## src/rtl/alu_pkg.sv

```systemverilog
// Shared definitions for the ALU and its request scheduler: widths, opcodes
// and the scheduler state encoding.
package alu_pkg;

    localparam int DATA_W_DEF = 8;
    localparam int CMD_W_DEF  = 4;
    localparam int RES_W_DEF  = 16;

    typedef enum logic [3:0] {
        OP_ADD  = 4'd0,
        OP_INC  = 4'd1,
        OP_SUB  = 4'd2,
        OP_DEC  = 4'd3,
        OP_MUL  = 4'd4,
        OP_DIV  = 4'd5,
        OP_SHR  = 4'd6,
        OP_SHL  = 4'd7,
        OP_AND  = 4'd8,
        OP_OR   = 4'd9,
        OP_INV  = 4'd10,
        OP_NAND = 4'd11,
        OP_NOR  = 4'd12,
        OP_XOR  = 4'd13,
        OP_XNOR = 4'd14,
        OP_BUF  = 4'd15
    } alu_op_e;

    typedef enum logic [1:0] {
        ST_IDLE = 2'd0,
        ST_EXEC = 2'd1,
        ST_RESP = 2'd2
    } sched_state_e;

endpackage

```

## src/rtl/rr_arb2.sv

```systemverilog
// Two-way round-robin grant: a lone requester wins; on a tie the requester
// that was not granted last wins. Grant is one-hot or zero.
module rr_arb2 (
    input  logic [1:0] i_valid,
    input  logic       i_last_grant,
    output logic [1:0] o_grant
);

    always_comb begin
        o_grant = i_valid;
        if (&i_valid) begin
            o_grant = i_last_grant ? 2'b01 : 2'b10;
        end
    end

endmodule

```

## src/rtl/alu_sched.sv

```systemverilog
// Shares one ALU between two valid/ready requesters; one operation in flight,
// result returned on the owner's response channel.
//
// state   | meaning
// --------+---------------------------------------------------------------
// IDLE    | arbitrate; ready to the winner; latch operands on handshake
// EXEC    | ALU enabled; result captured at end of cycle
// RESP    | rsp_valid to owner; hold until owner's rsp_ready
module alu_sched
    import alu_pkg::*;
#(
    parameter int DATA_W = DATA_W_DEF,
    parameter int CMD_W  = CMD_W_DEF,
    parameter int RES_W  = RES_W_DEF
) (
    input  logic              i_clk,
    input  logic              i_rst,

    input  logic              i_req0_valid,
    output logic              o_req0_ready,
    input  logic [DATA_W-1:0] i_req0_a,
    input  logic [DATA_W-1:0] i_req0_b,
    input  logic [CMD_W-1:0]  i_req0_cmd,

    input  logic              i_req1_valid,
    output logic              o_req1_ready,
    input  logic [DATA_W-1:0] i_req1_a,
    input  logic [DATA_W-1:0] i_req1_b,
    input  logic [CMD_W-1:0]  i_req1_cmd,

    output logic              o_rsp0_valid,
    input  logic              i_rsp0_ready,
    output logic [RES_W-1:0]  o_rsp0_y,

    output logic              o_rsp1_valid,
    input  logic              i_rsp1_ready,
    output logic [RES_W-1:0]  o_rsp1_y,

    output logic [DATA_W-1:0] o_alu_a,
    output logic [DATA_W-1:0] o_alu_b,
    output logic [CMD_W-1:0]  o_alu_cmd,
    output logic              o_alu_enable,
    input  logic [RES_W-1:0]  i_alu_y
);

    sched_state_e      r_state;
    sched_state_e      w_state_nxt;
    logic              r_last_grant;
    logic              r_owner;
    logic [DATA_W-1:0] r_alu_a;
    logic [DATA_W-1:0] r_alu_b;
    logic [CMD_W-1:0]  r_alu_cmd;
    logic [RES_W-1:0]  r_result;

    logic [1:0]        w_grant;
    logic              w_win;
    logic              w_accept;

    rr_arb2 u_arb (
        .i_valid      ({i_req1_valid, i_req0_valid}),
        .i_last_grant (r_last_grant),
        .o_grant      (w_grant)
    );

    assign w_win = w_grant[1];

    always_ff @(posedge i_clk) begin
        if (i_rst) begin
            r_state <= ST_IDLE;
        end else begin
            r_state <= w_state_nxt;
        end
    end

    always_comb begin
        w_state_nxt  = r_state;
        w_accept     = 1'b0;
        o_req0_ready = 1'b0;
        o_req1_ready = 1'b0;
        o_alu_enable = 1'b0;
        o_rsp0_valid = 1'b0;
        o_rsp1_valid = 1'b0;
        case (r_state)
            ST_IDLE: begin
                // grant is only ever set for a valid requester, so ready == handshake
                o_req0_ready = w_grant[0];
                o_req1_ready = w_grant[1];
                if (|w_grant) begin
                    w_accept    = 1'b1;
                    w_state_nxt = ST_EXEC;
                end
            end
            ST_EXEC: begin
                o_alu_enable = 1'b1;
                w_state_nxt  = ST_RESP;
            end
            ST_RESP: begin
                o_rsp0_valid = ~r_owner;
                o_rsp1_valid = r_owner;
                if (r_owner ? i_rsp1_ready : i_rsp0_ready) begin
                    w_state_nxt = ST_IDLE;
                end
            end
            default: w_state_nxt = ST_IDLE;
        endcase
    end

    always_ff @(posedge i_clk) begin
        if (i_rst) begin
            r_last_grant <= 1'b1;
            r_owner      <= 1'b0;
            r_alu_a      <= '0;
            r_alu_b      <= '0;
            r_alu_cmd    <= '0;
            r_result     <= '0;
        end else begin
            if (w_accept) begin
                r_alu_a      <= w_win ? i_req1_a   : i_req0_a;
                r_alu_b      <= w_win ? i_req1_b   : i_req0_b;
                r_alu_cmd    <= w_win ? i_req1_cmd : i_req0_cmd;
                r_owner      <= w_win;
                r_last_grant <= w_win;
            end
            if (r_state == ST_EXEC) begin
                r_result <= i_alu_y;
            end
        end
    end

    assign o_alu_a   = r_alu_a;
    assign o_alu_b   = r_alu_b;
    assign o_alu_cmd = r_alu_cmd;
    assign o_rsp0_y  = r_result;
    assign o_rsp1_y  = r_result;

endmodule

```

## config.mk

```make
export PLATFORM = sky130hd
export DESIGN_NAME = alu_sched
export DESIGN_NICKNAME = d
export VERILOG_FILES = /design/src/rtl/alu_pkg.sv /design/src/rtl/rr_arb2.sv /design/src/rtl/alu_sched.sv
export SDC_FILE = /design/constraint.sdc
export NUM_CORES = 1
export LEC_CHECK = 0
export CORE_MARGIN = 2
export CORE_UTILIZATION = 25
export CTS_CLUSTER_SIZE = 8
export DETAILED_ROUTE_END_ITERATION = 8
export GPL_ROUTABILITY_DRIVEN = 0
export PLACE_DENSITY = 0.62
export SLEW_MARGIN = 20
export SYNTH_ARGS = -nofsm -noshare
export SYNTH_HDL_FRONTEND = slang
export SYNTH_SLANG_ARGS = --single-unit
export TNS_END_PERCENT = 50
```

## constraint.sdc

```tcl
create_clock -name i_clk -period 1.9 [get_ports i_clk]
set_clock_uncertainty 0.2 [all_clocks]
set_input_delay 0.38 -clock i_clk [delete_from_list [all_inputs] [get_ports i_clk]]
set_output_delay 0.38 -clock i_clk [all_outputs]
set_load 0.01 [all_outputs]
```

# Yosys cells after proc, flatten, opt, wreduce, memory -nomap -nowiden
# Index checks and enable logic that the tools add are counted.
classes:
  muxes: 16
  n_eq_ne: 4
  reduce_logical: 4
  bitwise_logic: 1
op_table:
  columns: ["op", "count"]
  rows:
  - ["two-way mux 8 bit", 2]
  - ["two-way mux 1 bit", 8]
  - ["two-way mux 2 bit", 4]
  - ["one-hot mux 2 bit (3 select lines)", 1]
  - ["two-way mux 4 bit", 1]
  - ["!= test 2 bit (second input constant)", 2]
  - ["AND reduction 2 bit", 2]
  - ["equality test 2 x 1 -> 1 bit (second input constant)", 1]
  - ["equality test 2 bit (second input constant)", 1]
  - ["zero test 2 bit", 1]
  - ["OR reduction 2 bit", 1]
  - ["NOT 1 bit", 1]
totals:
  regBits: 40
  elab_cells: 32
  inputBits: 62

# Longest topological paths before layout
# Gate-level depths: netlist (run 1).
logic_depth:
  depth_word: 5
  mapped_depth: 6

# Hierarchy
# Synthesis (run 1) repeated with hierarchy kept, for this count alone.
hier_totals:
  cells_unflattened: 200
  area_unflattened_um2: 1894.3
by_module_without_submodules:
  columns: ["module", "cells_per_inst", "instances", "seq_area_each_um2", "area_per_inst_um2"]
  rows:
  - ["alu_sched", 197, 1, 800.8, 1875.5]
  - ["rr_arb2", 3, 1, 0.0, 18.8]

# Worst setup path before layout (run 1)
# OpenSTA, ideal clock, no wires.
synth_path:
  path_kind: "input to output"
  start: "input port i_req1_valid"
  end: "output port o_req1_ready"
  stages: 3
  path_buffers: 1
  t_arrival_ns: 1.018
  t_required_ns: 1.320
  path_slack_ns: 0.302
  path_cell_list: "a21bo_2 > buf_2 > nor3_1"
synth_via:
  elab_chain_len: 3
synth_lines:
  columns: ["element", "line", "text"]
  rows:
  - ["start: declaration", "alu_sched.sv:25", "input logic i_req1_valid,"]
  - ["AND reduction 2 bit", "rr_arb2.sv:11", "if (&i_valid) begin"]
  - ["two-way mux 2 bit *", "rr_arb2.sv:11", null]
  - ["two-way mux 1 bit *", "alu_sched.sv:83", "case (r_state)"]
  - ["end: declaration", "alu_sched.sv:26", "output logic o_req1_ready,"]
# Mark *: on every way between the ends. The rest lies on a longest branch, timed or not.

# Final worst setup path (run 1)
layout_path:
  start: "register r_state[1]"
  end: "output port o_req0_ready"
layout_via:
  elab_chain_len: 2
layout_lines:
  columns: ["element", "line", "text"]
  rows:
  - ["start: declaration", "alu_sched.sv:46", "sched_state_e r_state;"]
  - ["start signal: assignment", "alu_sched.sv:71", "r_state <= w_state_nxt;"]
  - ["zero test 2 bit", "alu_sched.sv:83", null]
  - ["two-way mux 1 bit", "alu_sched.sv:83", null]
  - ["end: declaration", "alu_sched.sv:20", "output logic o_req0_ready,"]
# Every way passes these cells.

==> results of run 1 <==
[layout by cell type, fill, tap and decap left out, types with 2 or more instances in the layout]
cell type        instances
nor2b_1                  2
buf_4                   13
buf_2                    2
a21oi_1                 37
dfxtp_1                 40
buf_12                   3
clkdlybuf4s15_1          3
nor2_1                   2
clkdlybuf4s50_1        111
dlygate4sd2_1            2
a311oi_1                20
clkbuf_8                 5
nand2_1                 72
[sequential cells by signal, summed over array words and instances (netlist names)]
name	cells
r_last_grant	1
o_alu_b	8
o_rsp0_y	16
o_alu_cmd	4
r_owner	1
o_alu_a	8
r_state	2
[routing by layer]
layer / track usage / wire [um] / vias up
li1: - / - / 957
met2: 0.235 / 2580 / 77
met4: 0.0413 / 44 / 0
met1: 0.142 / 2200 / 872
met5: 0 / 0 / -
met3: 0.0485 / 434 / 5
[logic make-up after synthesis]
family,Yosys count,synth area share
muxes,1,0.00559
buffers and inverters,34,0.126
DFF,40,0.447
and+or+nand+nor,85,0.198
AOI/OAI and AO/OA,61,0.223
[metrics by stage]
stage	power, mW	utilization
global placement	1.70	0.441
floorplan	1.32	-
detailed placement	1.71	0.441
global route	2.49	0.455
finish	2.36	0.455
CTS	2.40	0.455
[layout make-up]
cell class | instances | area share
Timing Repair Buffer | 134 | 0.424
Sequential cell | 40 | 0.256
Multi-Input combinational cell | 147 | 0.246
Tap cell | 96 | 0.0384
Clock buffer | 6 | 0.0232
Clock inverter | 2 | 0.0112
Inverter | 1 | 0.00120
[how the worst max path moves through the flow]
| stage | startpoint | endpoint | slack [ps] |
|---|---|---|---|
| after floorplan | i_req1_valid | o_req1_ready | 300 |
| after global placement | i_req0_valid | o_req0_ready | -580 |
| final | r_state[1]$_SDFFE_PP0P_ | o_req0_ready | 80 |
| after detailed placement | i_req0_valid | o_req0_ready | -590 |
| after global routing | r_state[1]$_SDFFE_PP0P_ | o_rsp0_valid | -6 |
| after CTS | r_state[1]$_SDFFE_PP0P_ | o_alu_enable | 20 |
[report_power, final]
group,switching [mW],total [mW],leakage [nW],internal (mW)
clock,0.297,0.687,0.0552,0.390
combinational,0.295,0.703,0.789,0.408
sequential,0.0488,0.972,0.330,0.923
total,0.641,2.36,1.17,1.72
[worst min-delay path: stages, from the launching register on]
cell and delay, ps:
dfxtp_1 320, nand2_1 50, a21oi_1 50
[what timing repair did]
action,4_1_cts,5_1_grt
setup endpoints to repair,5,3
pin swaps,1,0
resized for setup,14,3
endpoints found under the hold margin,0,0
==> metrics.txt, run 1 <==
Die Height 88.6 um; area fraction of the dominant cell type after synthesis 0.447; Die Wd 88.6 um; pin count of the biggest net entering global routing 22; IO Pins 119; # rows 30; Critical Path, Cell by Cell or3b_1, nor2_1, buf_2; Fmax 0.549 GHz; nets@finish 391; critical path class flop to primary output; Final Critical Period 1820 ps; Num CTS Buffers 5; hpwl dp 3970 um; r2r endpoint o_alu_b[3]$_SDFFE_PP0P_; Cells after Synth 221; Post-CTS Setup Bufs 0; share of layout cells above drive strength 1 0.0939; pins over their slew limit 0; worst vdd ir 0.000343 V; placed cells 418; Ys Warns 0; most common cell in the netlist nand2_1; Hold Crit Start o_rsp0_y[15]$_SDFFE_PP0P_; Mean Syn Cell Area 8.10 um2; final WL 5260 um; RSZ-0062 raised after global routing yes; hold path endpoint o_rsp0_y[15]$_SDFFE_PP0P_; crit path launch type flop; initial antenna violation count 0; synth-to-layout area growth 74.7%; max incr delay on CP 390 ps; H-tree depth 2; Final ANT Viol Nets 0; Final setup viols 0; vias post-DR 1911; number of synthesized flops with an enable pin 0; pre-CTS WS -589 ps; required time of the worst setup path 1320 ps; GRT Total Usage 0.131; FF+latch area 801 um2; FF+latch count, synth 40; delay-heaviest family, CP simple AND/OR/NAND/NOR gates; Filler Cell Count 707; vias in the first global route 1780; RR Startpoint r_state[1]$_SDFFE_PP0P_; Cell Pwr Density 755 mW/mm2; DR WL/cell 12.3 um; nature of the critical path endpoint primary output; global-route wire length before repair 8070 um; reg2reg setup slack 400 ps; DRC violations left 0; Fin. Hold Viols 0; P_leak 1.17 nW; Hold Buf Count CTS 0; top post-synthesis cells by area dfxtp_1, nand2_1, a21oi_1, a311oi_1, buf_4; clock insertion delay at the later pin of the skew report 290 ps; DR iter-0 viols 36; WHS Path Cells 2; initial core utilization 0.261; status finished clean; Final TNS setup 0 ps; CTS tree done; syn_nets 283; area of the multi-input gates 769 um2; Initial DRT Pass Iterations 4; WP depth 3; most frequent cells after synthesis nand2_1, dfxtp_1, a21oi_1; Cell variety after synth 25; Port Buffers 118; setup ws final 78.1 ps; CTS max path bufs 2; worst slew pin tran 366 ps; dominant synthesized flop cell dfxtp_1; CP arrival 1240 ps; Synth async-reset ratio 0; worst hold slack 269 ps; Synth area leader dfxtp_1; relative slew slack 0.755; Post-Syn Area 0.00179 mm2; Core Region 0.00687 mm2; CTS sink count 40; Clock Tree Root clkbuf_8; Reg2Reg Depth 5; Seq/Total Area, Yosys 0.447; final global-route overflow total 0; HP Class flop to flop; Post-Place Cell Area 0.00303 mm2; CTS clk-pin slew, worst paths 80 ps; slowest CP cell or3b_1; routed vias/inst 4.49; Max-Cap Viols 0; worst-path maximum fanout 2; total die area 0.00785 mm2; Antenna Cells 0; buffers and inverters on the worst path 1; fin cells 426; fin crit share 0.959; fin area 0.00313 mm2
Note: power is estimated with default switching activity, not from simulation.
==> run 2: changes to the inputs <==
--- a/config.mk
+++ b/config.mk
@@ -5,12 +5,14 @@
 export SDC_FILE = /design/constraint.sdc
 export NUM_CORES = 1
 export LEC_CHECK = 0
+export ABC_AREA = 1
+export CAP_MARGIN = 20
 export CORE_MARGIN = 2
 export CORE_UTILIZATION = 25
 export CTS_CLUSTER_SIZE = 8
 export DETAILED_ROUTE_END_ITERATION = 8
 export GPL_ROUTABILITY_DRIVEN = 0
-export PLACE_DENSITY = 0.62
+export PLACE_DENSITY = 0.59
 export SLEW_MARGIN = 20
 export SYNTH_ARGS = -nofsm -noshare
 export SYNTH_HDL_FRONTEND = slang
==> metrics.txt, run 2 <==
CTS sink count 40; fin cells 518; Final setup viols 0; most common cell in the netlist nor2_1; worst-path maximum fanout 3; GRT Total Usage 0.131; # rows 32; Max-Cap Viols 0; Reg2Reg Depth 8; Synth area leader dfxtp_1; placed cells 511; HP Class flop to flop; most frequent cells in the layout clkdlybuf4s50_1, nor2_1, nand2_1, nand3_1, dfxtp_1; Cells after Synth 311; final global-route overflow total 0; hold path endpoint o_rsp0_y[3]$_SDFFE_PP0P_; Core Region 0.00777 mm2; CTS tree done; crit path launch type flop; RR Startpoint r_last_grant$_SDFFE_PP1P_; Cell Pwr Density 742 mW/mm2; P_leak 1.49 nW; IO Pins 119; DR iter-0 viols 54; worst vdd ir 0.000285 V; main combinational cell family by area after synthesis simple AND/OR/NAND/NOR gates; FF+latch count, synth 40; vias post-DR 2180; Seq/Total Area, Yosys 0.397; Clock Tree Root clkbuf_8; nature of the critical path endpoint primary output; Hold Buf Count CTS 0; dominant synthesized flop cell dfxtp_1; Fin. Hold Viols 0; CP arrival 1200 ps; worst slew pin tran 248 ps; relative slew slack 0.835; worst hold slack 301 ps; hpwl dp 4220 um; required time of the worst setup path 1320 ps; share of layout cells above drive strength 1 0.0697; Post-Syn Area 0.00202 mm2; critical path class flop to primary output; Fmax 0.563 GHz; routed vias/inst 4.21; fin area 0.00331 mm2; Final Critical Period 1780 ps; post-synthesis mux area share 0; synth-to-layout area growth 64.2%; total die area 0.00880 mm2; final WL 5810 um; nets@finish 478; syn_nets 373; WHS Path Cells 2; fin crit share 0.935; Final ANT Viol Nets 0; Filler Cell Count 823; Mean Syn Cell Area 6.48 um2; Die Wd 93.8 um; CTS clk-pin slew, worst paths 70 ps; Antenna Cells 0; pin count of the biggest net entering global routing 38; Synth async-reset ratio 0; Post-Synth Adder-Cell Area 0; most frequent cells after synthesis nor2_1, nand2_1, nand3_1; Cell variety after synth 18; vias in the first global route 1993; global-route wire length before repair 9250 um; RSZ-0062 raised after global routing no; post-synthesis compound-gate area fraction 0.0447; XOR/XNOR share of the synthesized area 0; Port Buffers 118; most common cell after layout, fill and taps aside clkdlybuf4s50_1; initial core utilization 0.260; DRC violations left 0; Post-Place Cell Area 0.00324 mm2; CTS max path bufs 2; top post-synthesis cells by area dfxtp_1, nor2_1, nand2_1, nand3_1, buf_4; initial antenna violation count 0; Num CTS Buffers 5; status finished clean; r2r endpoint o_alu_a[0]$_SDFFE_PP0P_; Ys Warns 0; Die Height 93.8 um; Final TNS setup 0 ps; pre-CTS WS -373 ps; H-tree depth 2; area fraction of the dominant cell type after synthesis 0.397; Hold Crit Start o_rsp0_y[3]$_SDFFE_PP0P_; number of synthesized flops with an enable pin 0; Initial DRT Pass Iterations 4; number of flip-flops in the largest register 16; clock insertion delay at the later pin of the skew report 280 ps; setup ws final 124 ps; pins over their slew limit 0; Pwr Total 2.46 mW; DR WL/cell 11.2 um; reg2reg setup slack 240 ps; post-synthesis share of cell area spent on and, or, nand and nor gates 0.396; final core utilization 0.426
[run 2: cell types whose count changed after synthesis, sizes merged, moves of 2 or more]
cell    change
inv        +26
nand3      +44
a21oi      -35
nor2b       -2
a311oi     -20
o21ai      +16
nor2       +74
[run 2: report_power, final]
part	total (mW)	internal (mW)	switching, mW
registers	1.01	0.948	0.0665
logic	0.927	0.507	0.420
clock network	0.514	0.250	0.265
total	2.46	1.70	0.751
[run 2: area by class of cell]
cell class / instances / area, um2 / share of cell area
Clock buffer: 6 / 72.6 / 0.0219
Clock inverter: 1 / 5.00 / 0.00151
Inverter: 28 / 105 / 0.0318
Multi-Input combinational cell: 210 / 891 / 0.269
Sequential cell: 40 / 803 / 0.243
Tap cell: 102 / 128 / 0.0386
Timing Repair Buffer: 131 / 1310 / 0.394
[run 2: per-layer routing]
metal | GRT usage | routed length [um] | share of wire
met1 | 0.165 | 2620 | 0.45
met2 | 0.220 | 2700 | 0.46
met3 | 0.0425 | 475 | 0.082
met4 | 0.0290 | 19 | 0.0033
met5 | 0 | 0 | 0
[run 2: timing repair]
item / CTS / global route
buffers inserted: 0 / 0
resized for setup: 9 / 4
endpoints found under the setup margin: 5 / 2
[run 2: worst max path at each step]
stage | start | to | slack, ps | cells past startpoint
2_1_floorplan | i_req0_valid | o_req1_ready | 460 | 4
3_3_place_gp | i_req1_valid | o_req0_ready | -340 | 5
3_5_place_dp | i_req1_valid | o_req0_ready | -370 | 5
4_1_cts | r_state[1]$_SDFFE_PP0P_ | o_rsp1_valid | 40 | 5
5_1_grt | r_state[1]$_SDFFE_PP0P_ | o_rsp1_valid | 30 | 5
6_report | r_state[1]$_SDFFE_PP0P_ | o_req1_ready | 120 | 4
[run 2: logic make-up (layout without fill, tap and decap cells)]
group,count (synthesis),count (layout)
simple gates,192,192
compound gates,18,18
flops,40,40
buf+inv,61,166
[run 2: critical path, stage by stage (launching register included)]
cell,delay (ps)
dfxtp_2,340
nor2_4,170
nand3_2,100
inv_1,60
dlygate4sd2_1,250
==> run 3: changes to the inputs <==
--- a/config.mk
+++ b/config.mk
@@ -13,6 +13,7 @@
 export DETAILED_ROUTE_END_ITERATION = 8
 export GPL_ROUTABILITY_DRIVEN = 0
 export PLACE_DENSITY = 0.59
+export RECOVER_POWER = 25
 export SLEW_MARGIN = 20
 export SYNTH_ARGS = -nofsm -noshare
 export SYNTH_HDL_FRONTEND = slang
==> metrics.txt, run 3 (synthesis gave the netlist of run 2 again) <==
status finished clean; critical path class flop to primary output; DRC violations left 0; most common cell after layout, fill and taps aside clkdlybuf4s50_1; Cell Pwr Density 741 mW/mm2; GRT Total Usage 0.131; Final setup viols 0; area of the multi-input gates 888 um2; routed vias/inst 4.22; max incr delay on CP 610 ps; Clock Tree Root clkbuf_8; number of flip-flops in the largest register 16; P_leak 1.49 nW; Antenna Cells 0; HP Class flop to flop; fin cells 518; nets@finish 478; hpwl dp 4220 um; initial antenna violation count 0; worst-path maximum fanout 2; Post-CTS Setup Bufs 0; final global-route overflow total 0; vias post-DR 2188; Fin. Hold Viols 0; pin count of the biggest net entering global routing 38; final WL 5820 um; Critical Path, Cell by Cell dlygate4sd3_1; Initial DRT Pass Iterations 4; setup ws final 107 ps; worst vdd ir 0.000284 V; Port Buffers 118; Core Region 0.00777 mm2; Fmax 0.558 GHz; slowest CP cell dlygate4sd3_1; nature of the critical path endpoint primary output; worst slew pin tran 697 ps; total die area 0.00880 mm2; Filler Cell Count 825; Final TNS setup 0 ps; RSZ-0062 raised after global routing no; pins over their slew limit 0; CTS clk-pin slew, worst paths 70 ps; fin area 0.00329 mm2; initial core utilization 0.260; Final ANT Viol Nets 0; routed wl met3 481 um; relative slew slack 0.536; Max-Cap Viols 0; Pwr Total 2.44 mW; placed cells 511; IO Pins 119; clock insertion delay at the later pin of the skew report 280 ps; Max Used Layer met4; global-route wire length before repair 9250 um; Num CTS Buffers 5; H-tree depth 2; Die Wd 93.8 um; most frequent cells in the layout clkdlybuf4s50_1, nor2_1, nand2_1, nand3_1, dfxtp_1; buffers and inverters on the worst path 1; required time of the worst setup path 1320 ps; Post-Place Cell Area 0.00324 mm2; CTS tree done; fin crit share 0.944; DR WL/cell 11.2 um; Metal-1 WL 2640 um; Die Height 93.8 um; # rows 32; Final Critical Period 1790 ps; CTS sink count 40; FF+latch area 803 um2; DR iter-0 viols 46; met2 routed WL 2680 um; pre-CTS WS -373 ps; synth-to-layout area growth 63.1%; vias in the first global route 1993; delay-heaviest family, CP buffers and inverters; crit path launch type flop; CP arrival 1210 ps; share of layout cells above drive strength 1 0.0649; CTS max path bufs 2
run 3: changes by cell type in the layout (fill, tap and decap cells not counted), sizes merged:
cell           change
dlygate4sd3        +3
buf                -2
clkdlybuf4s50      -3
clkbuf             +2
run 3: per-stage QoR:
stage | utilization | hold slack, ps
finish | 0.423 | 301
global route | 0.423 | 323
CTS | 0.426 | 306
detailed placement | 0.417 | 295
global placement | 0.417 | 283
floorplan | - | 249
run 3: power breakdown:
group          switching, mW  total, mW  leakage [nW]  internal [mW]
logic                  0.419      0.909          1.12          0.491
clock network          0.266      0.515        0.0410          0.250
registers             0.0653       1.01         0.332          0.948
total                  0.750       2.44          1.49           1.69
run 3: path summary, 6_finish.rpt:
| check | startpoint | end | slack (ps) | cells after the start |
|---|---|---|---|---|
| worst min register to register | o_rsp0_y[15]$_SDFFE_PP0P_ | o_rsp0_y[15]$_SDFFE_PP0P_ | 300 | 2 |
| worst max-delay path | o_alu_cmd[3]$_SDFFE_PP0P_ | o_alu_cmd[3] | 110 | 1 |
| worst min-delay path | o_rsp0_y[15]$_SDFFE_PP0P_ | o_rsp0_y[15]$_SDFFE_PP0P_ | 300 | 2 |
| worst max register to register | r_last_grant$_SDFFE_PP1P_ | o_alu_a[0]$_SDFFE_PP0P_ | 210 | 8 |
run 3: layer usage:
layer,GRT usage,vias to the layer above
met5,0,-
met4,0.0290,0
met2,0.220,79
li1,-,1147
met3,0.0425,2
met1,0.165,960
run 3: worst register-to-register path, delay by kind of cell (launching register included):
family,cells,cell delay (ps)
buffers and inverters,2,440
AND/OR/NAND/NOR,6,600
flip-flops,1,330
run 3: final cells by class:
cell class | instances | share of cell area
multi-input cells | 210 | 0.270
inverters | 28 | 0.0320
flip-flops and latches | 40 | 0.244
well taps | 102 | 0.0388
repair buffers | 131 | 0.391
clock buffers | 6 | 0.0221
clock inverters | 1 | 0.00152
run 3: timing repair:
action,CTS,global route
setup endpoints to repair,5,2
hold buffers,0,0
gates resized for setup,9,4
